`config.mk`:
```
export PLATFORM = sky130hd
export DESIGN_NAME = operand_select_ext
export DESIGN_NICKNAME = d
export VERILOG_FILES = /design/src/rtl/operand_select_ext.sv
export SDC_FILE = /design/constraint.sdc
export NUM_CORES = 1
export LEC_CHECK = 0
export CAP_MARGIN = 20
export CORE_ASPECT_RATIO = 0.9
export CORE_MARGIN = 5
export CORE_UTILIZATION = 55
export CTS_BUF_LIST = sky130_fd_sc_hd__clkbuf_16
export DETAILED_ROUTE_END_ITERATION = 6
export DONT_BUFFER_PORTS = 1
export PLACE_DENSITY_LB_ADDON = 0.08
export SLEW_MARGIN = 10
export SYNTH_ARGS = -nofsm -noshare
export SYNTH_HDL_FRONTEND = slang
export SYNTH_SLANG_ARGS = --single-unit
export TNS_END_PERCENT = 10
```
`constraint.sdc`:
```
create_clock -name CLK -period 1.7 [get_ports CLK]
set_input_delay 0.255 -clock CLK [delete_from_list [all_inputs] [get_ports CLK]]
set_output_delay 0.255 -clock CLK [all_outputs]
set_load 0.1 [all_outputs]
```
`src/rtl/operand_select_ext.sv`:
```
// Registered ALU operand-B selector: register operand or sign/zero-extended immediate,
// behind a valid/ready output stage. Define OPERAND_SELECT_SKID_EN for a one-entry skid buffer.
module operand_select_ext #(
    parameter int unsigned DATA_W = 16,
    parameter int unsigned IMM_W  = 8,
    parameter int unsigned N_SRC  = 4,
    localparam int unsigned SEL_W = $clog2(N_SRC + 1)
) (
    input  logic                    CLK,
    input  logic                    reset_n,
    input  logic                    in_valid,
    output logic                    in_ready,
    input  logic [N_SRC*DATA_W-1:0] src,
    input  logic [IMM_W-1:0]        imm,
    input  logic [SEL_W-1:0]        sel,
    input  logic                    sext,
    output logic                    out_valid,
    input  logic                    out_ready,
    output logic [DATA_W-1:0]       out_data,
    output logic                    out_err
);

    logic [DATA_W-1:0] imm_ext;
    logic [DATA_W-1:0] sel_data;
    logic              sel_err;

    generate
        if (IMM_W < DATA_W) begin : g_ext
            localparam int unsigned PadW = DATA_W - IMM_W;
            assign imm_ext = sext ? {{PadW{imm[IMM_W-1]}}, imm} : {{PadW{1'b0}}, imm};
        end else begin : g_noext
            assign imm_ext = imm;
        end
    endgenerate

    always_comb begin
        sel_data = '0;
        sel_err  = 1'b0;
        if (sel < SEL_W'(N_SRC)) begin
            for (int k = 0; k < N_SRC; k++) begin
                if (sel == SEL_W'(k)) begin
                    sel_data = src[k*DATA_W +: DATA_W];
                end
            end
        end else if (sel == SEL_W'(N_SRC)) begin
            sel_data = imm_ext;
        end else begin
            sel_err = 1'b1;
        end
    end

    logic              out_valid_q, out_valid_d;
    logic [DATA_W-1:0] out_data_q, out_data_d;
    logic              out_err_q, out_err_d;

`ifdef OPERAND_SELECT_SKID_EN
    logic              skid_valid_q, skid_valid_d;
    logic [DATA_W-1:0] skid_data_q, skid_data_d;
    logic              skid_err_q, skid_err_d;
    logic              in_ready_q, in_ready_d;

    assign in_ready = in_ready_q;

    always_comb begin
        out_valid_d  = out_valid_q;
        out_data_d   = out_data_q;
        out_err_d    = out_err_q;
        skid_valid_d = skid_valid_q;
        skid_data_d  = skid_data_q;
        skid_err_d   = skid_err_q;
        if (skid_valid_q) begin
            // A full skid implies a full output register; drain skid into it.
            if (out_ready) begin
                out_data_d   = skid_data_q;
                out_err_d    = skid_err_q;
                skid_valid_d = 1'b0;
            end
        end else if (in_valid && in_ready_q) begin
            if (!out_valid_q || out_ready) begin
                out_valid_d = 1'b1;
                out_data_d  = sel_data;
                out_err_d   = sel_err;
            end else begin
                skid_valid_d = 1'b1;
                skid_data_d  = sel_data;
                skid_err_d   = sel_err;
            end
        end else if (out_ready) begin
            out_valid_d = 1'b0;
        end
        in_ready_d = !skid_valid_d;
    end

    always_ff @(posedge CLK or negedge reset_n) begin
        if (!reset_n) begin
            skid_valid_q <= 1'b0;
            skid_data_q  <= '0;
            skid_err_q   <= 1'b0;
            in_ready_q   <= 1'b0;
        end else begin
            skid_valid_q <= skid_valid_d;
            skid_data_q  <= skid_data_d;
            skid_err_q   <= skid_err_d;
            in_ready_q   <= in_ready_d;
        end
    end
`else
    assign in_ready = !out_valid_q || out_ready;

    always_comb begin
        out_valid_d = out_valid_q;
        out_data_d  = out_data_q;
        out_err_d   = out_err_q;
        if (in_valid && in_ready) begin
            out_valid_d = 1'b1;
            out_data_d  = sel_data;
            out_err_d   = sel_err;
        end else if (out_ready) begin
            out_valid_d = 1'b0;
        end
    end
`endif

    always_ff @(posedge CLK or negedge reset_n) begin
        if (!reset_n) begin
            out_valid_q <= 1'b0;
            out_data_q  <= '0;
            out_err_q   <= 1'b0;
        end else begin
            out_valid_q <= out_valid_d;
            out_data_q  <= out_data_d;
            out_err_q   <= out_err_d;
        end
    end

    assign out_valid = out_valid_q;
    assign out_data  = out_data_q;
    assign out_err   = out_err_q;

endmodule
```
==> results_dict.tcl <==
set metrics [dict create \
    final_nets 191 \
    tritoncts "done" \
    min_period_ps 1590 \
    end_kind "output pin" \
    row_count 16 \
    worstSetupPathType "register to output pin" \
    cp_slowest_cell "dfrtp_2" \
    globalplace.congestion 0.804 \
    setup_tns_ps 0 \
    status "complete, no violations" \
    cp_cell_sequence "nand2b_2 > buf_4 > buf_4" \
    antenna_found_initial 0 \
    die_area_um2 3350 \
    first_global_vias 981 \
    cp.depth 3 \
    io_pins 99 \
    fillers 174 \
    p_per_area_nw_per_um2 1180 \
    yosys_register_bits 18 \
    yosysWarnings 0 \
    switching_share_pct 42.4 \
    path_clk_slew_ps 50 \
    clock.fmax_mhz 631 \
    regArea_um2 452 \
    chipWidth_um 60.4 \
    grt_pass1_wl_mm 4.95 \
    synth_flop_cell "dfrtp_1" \
    critPathLaunchType "register" \
    num_vias 926 \
    slowest_delay_ps 410 \
    worst_pin_slew_ps 783 \
    port_buffers 0 \
    diodes 0 \
    post-cts-setup-buffers 0 \
    crit_fanout 14 \
    yosysTopAreaCellShare_pct 35.8 \
    ant_nets 0 \
    p_comb_share_pct 43.5 \
    drc 0 \
    drive_above_1_share_pct 37.3 \
    clkPwrFrac_pct 26.5 \
    arrival_ps 1330 \
    wl_per_cell_um 22.9 \
    syn_area_um2 1260 \
    syn_area_per_cell_um2 13.1 \
    vias_per_cell 6.76 \
    fin_cells 137 \
    drv_cap 0 \
    dp_hpwl_mm 2.58 \
    netlist_instances 96 \
    drv_slew 0 \
    whs_path_depth 1 \
    path_buf_inv 2 \
    peakVddDrop_mv 1.10 \
    yosysSeqAreaShare_pct 35.8 \
    area_delta_synth_final_pct 17.2 \
    hold_viol 0 \
    layout_worst_path_cycle_share_pct 93.2 \
    start_util_pct 57.7 \
    clock_path_buffers 2 \
    reg2reg_depth 3 \
    grt_start_max_net_pins 22 \
    leakagePower_uw 0.000628 \
    finalSetupViolCount 0 \
    gr-usage-all-layers_pct 18.9 \
    cts-buffers-inserted 3 \
    internal_power_uw 1000 \
    wirelength_mm 3.13 \
    synth_most_common_cell "dfrtp_1" \
    dr.pass1.iters 4 \
    share_seq_of_total_power_pct 29.9 \
    synth_nets 176 \
    crit_required_ps 1440 \
    yosysUniqueCellTypes 18 \
    power_switching_uw 737 \
    cpMostUsedCell "buf_4" \
    synth_area_leaders "dfrtp_1 (36%), mux4_2 (29%), a221o_1 (6.4%), and4b_1 (6.4%), nand4b_1 (5.6%)" \
    slew_headroom_pct 47.6 \
    holdBufCountCts 1 \
    async_reset_ff_share_pct 100 \
    core_area_um2 2180 \
    rsz0062_at_grt "false" \
    synth_largest_area_cell "dfrtp_1" \
    hold_class "input pin to register" \
    htreeDepth 1 \
    clk_latency_ps 250 \
    skew_ps 1.55 \
    first_iter_violations 41 \
    die_h_um 55.4 \
    placed_cells 132 \
    cts_sinks 18 \
    overflow 0 \
    synth_edf_count 0 \
    synthTopCellsByCount "dfrtp_1 (18), mux4_2 (16), inv_1 (9)" \
    multiInputGateArea_um2 717 \
    cts-resized-gates 0 \
    critical-path-top-delay-family "buffers and inverters" \
    root_buffer "clkbuf_16" \
]
==> per-layer routing <==
layer / vias up / share of wire, % / GRT usage, %
li1: 427 / - / -
met4: 0 / 0.54 / 4.64
met1: 434 / 45 / 30.1
met3: 2 / 11 / 2.56
met2: 63 / 44 / 26.7
met5: - / 0 / 0
==> cell type report <==
type                    instances  share of cell area, %
clock inverters                 1                  0.254
inverters                       9                   2.29
multi-input cells              58                   48.6
flip-flops and latches         18                   30.6
repair buffers                 21                   10.9
clock buffers                   3                   5.09
well taps                      27                   2.29
==> worst paths after layout <==
kind | startpoint | slack (ps) | endpoint
worst max-delay path | out_valid | 110 | in_ready
worst min-delay path | in_valid | 120 | out_valid
worst max register to register | out_valid | 380 | out_data[4]
worst min register to register | out_data[0] | 510 | out_data[0]
max in group asynchronous | reset_n | 620 | out_valid
min in group asynchronous | reset_n | 530 | out_data[0]
==> cells by family (layout without fill, tap and decap cells) <==
kind of cell	after synthesis	after routing	synth area share (%)
buffers and inverters	20	34	7.45
DFF	18	18	35.8
and+or+nand+nor	24	24	15.8
AOI/OAI and AO/OA	17	17	11.5
muxes	17	17	29.4
==> cells in the final DEF (no fill, tap or decap) <==
cell type	instances
buf_4	20
dfrtp_1	17
o211ai_1	8
and3_1	1
mux2i_1	1
nand2_1	1
and4b_1	8
o21ai_0	1
nand4b_1	8
nor3b_1	1
mux4_2	16
clkbuf_16	3
nand2b_1	1
dlygate4sd3_1	1
dfrtp_2	1
and2_1	2
inv_1	9
nand4_1	1
clkinv_1	1
nand2b_2	1
a221o_1	8
==> registers in the layout, indices dropped and copies added, names as in the netlist <==
signal / count
out_valid: 1
out_data: 16
out_err: 1
==> metrics by stage <==
| stage | util, % | instance area (um2) | setup slack, ps | hold slack [ps] | total power, uW |
|---|---|---|---|---|---|
| after floorplan | - | 1270 | 79.8 | -40.6 | 1170 |
| after global placement | 63.5 | 1390 | 367 | -40.1 | 1270 |
| after detailed placement | 63.5 | 1390 | 354 | -40.1 | 1280 |
| after CTS | 67.6 | 1480 | 120 | 123 | 1750 |
| after global routing | 67.6 | 1480 | 52.8 | 130 | 1800 |
| final | 67.6 | 1480 | 115 | 123 | 1740 |
==> power by group through the flow <==
| stage | clock network (uW) | logic [uW] | registers (uW) |
|---|---|---|---|
| 6_report | 461 | 757 | 521 |
| 5_1_grt | 489 | 783 | 528 |
| 4_1_cts | 466 | 761 | 521 |
| 3_5_place_dp | 0 | 749 | 529 |
| 3_3_place_gp | 0 | 746 | 528 |
| 2_1_floorplan | 0 | 202 | 969 |
No activity file was read; power rests on OpenSTA's default activity.
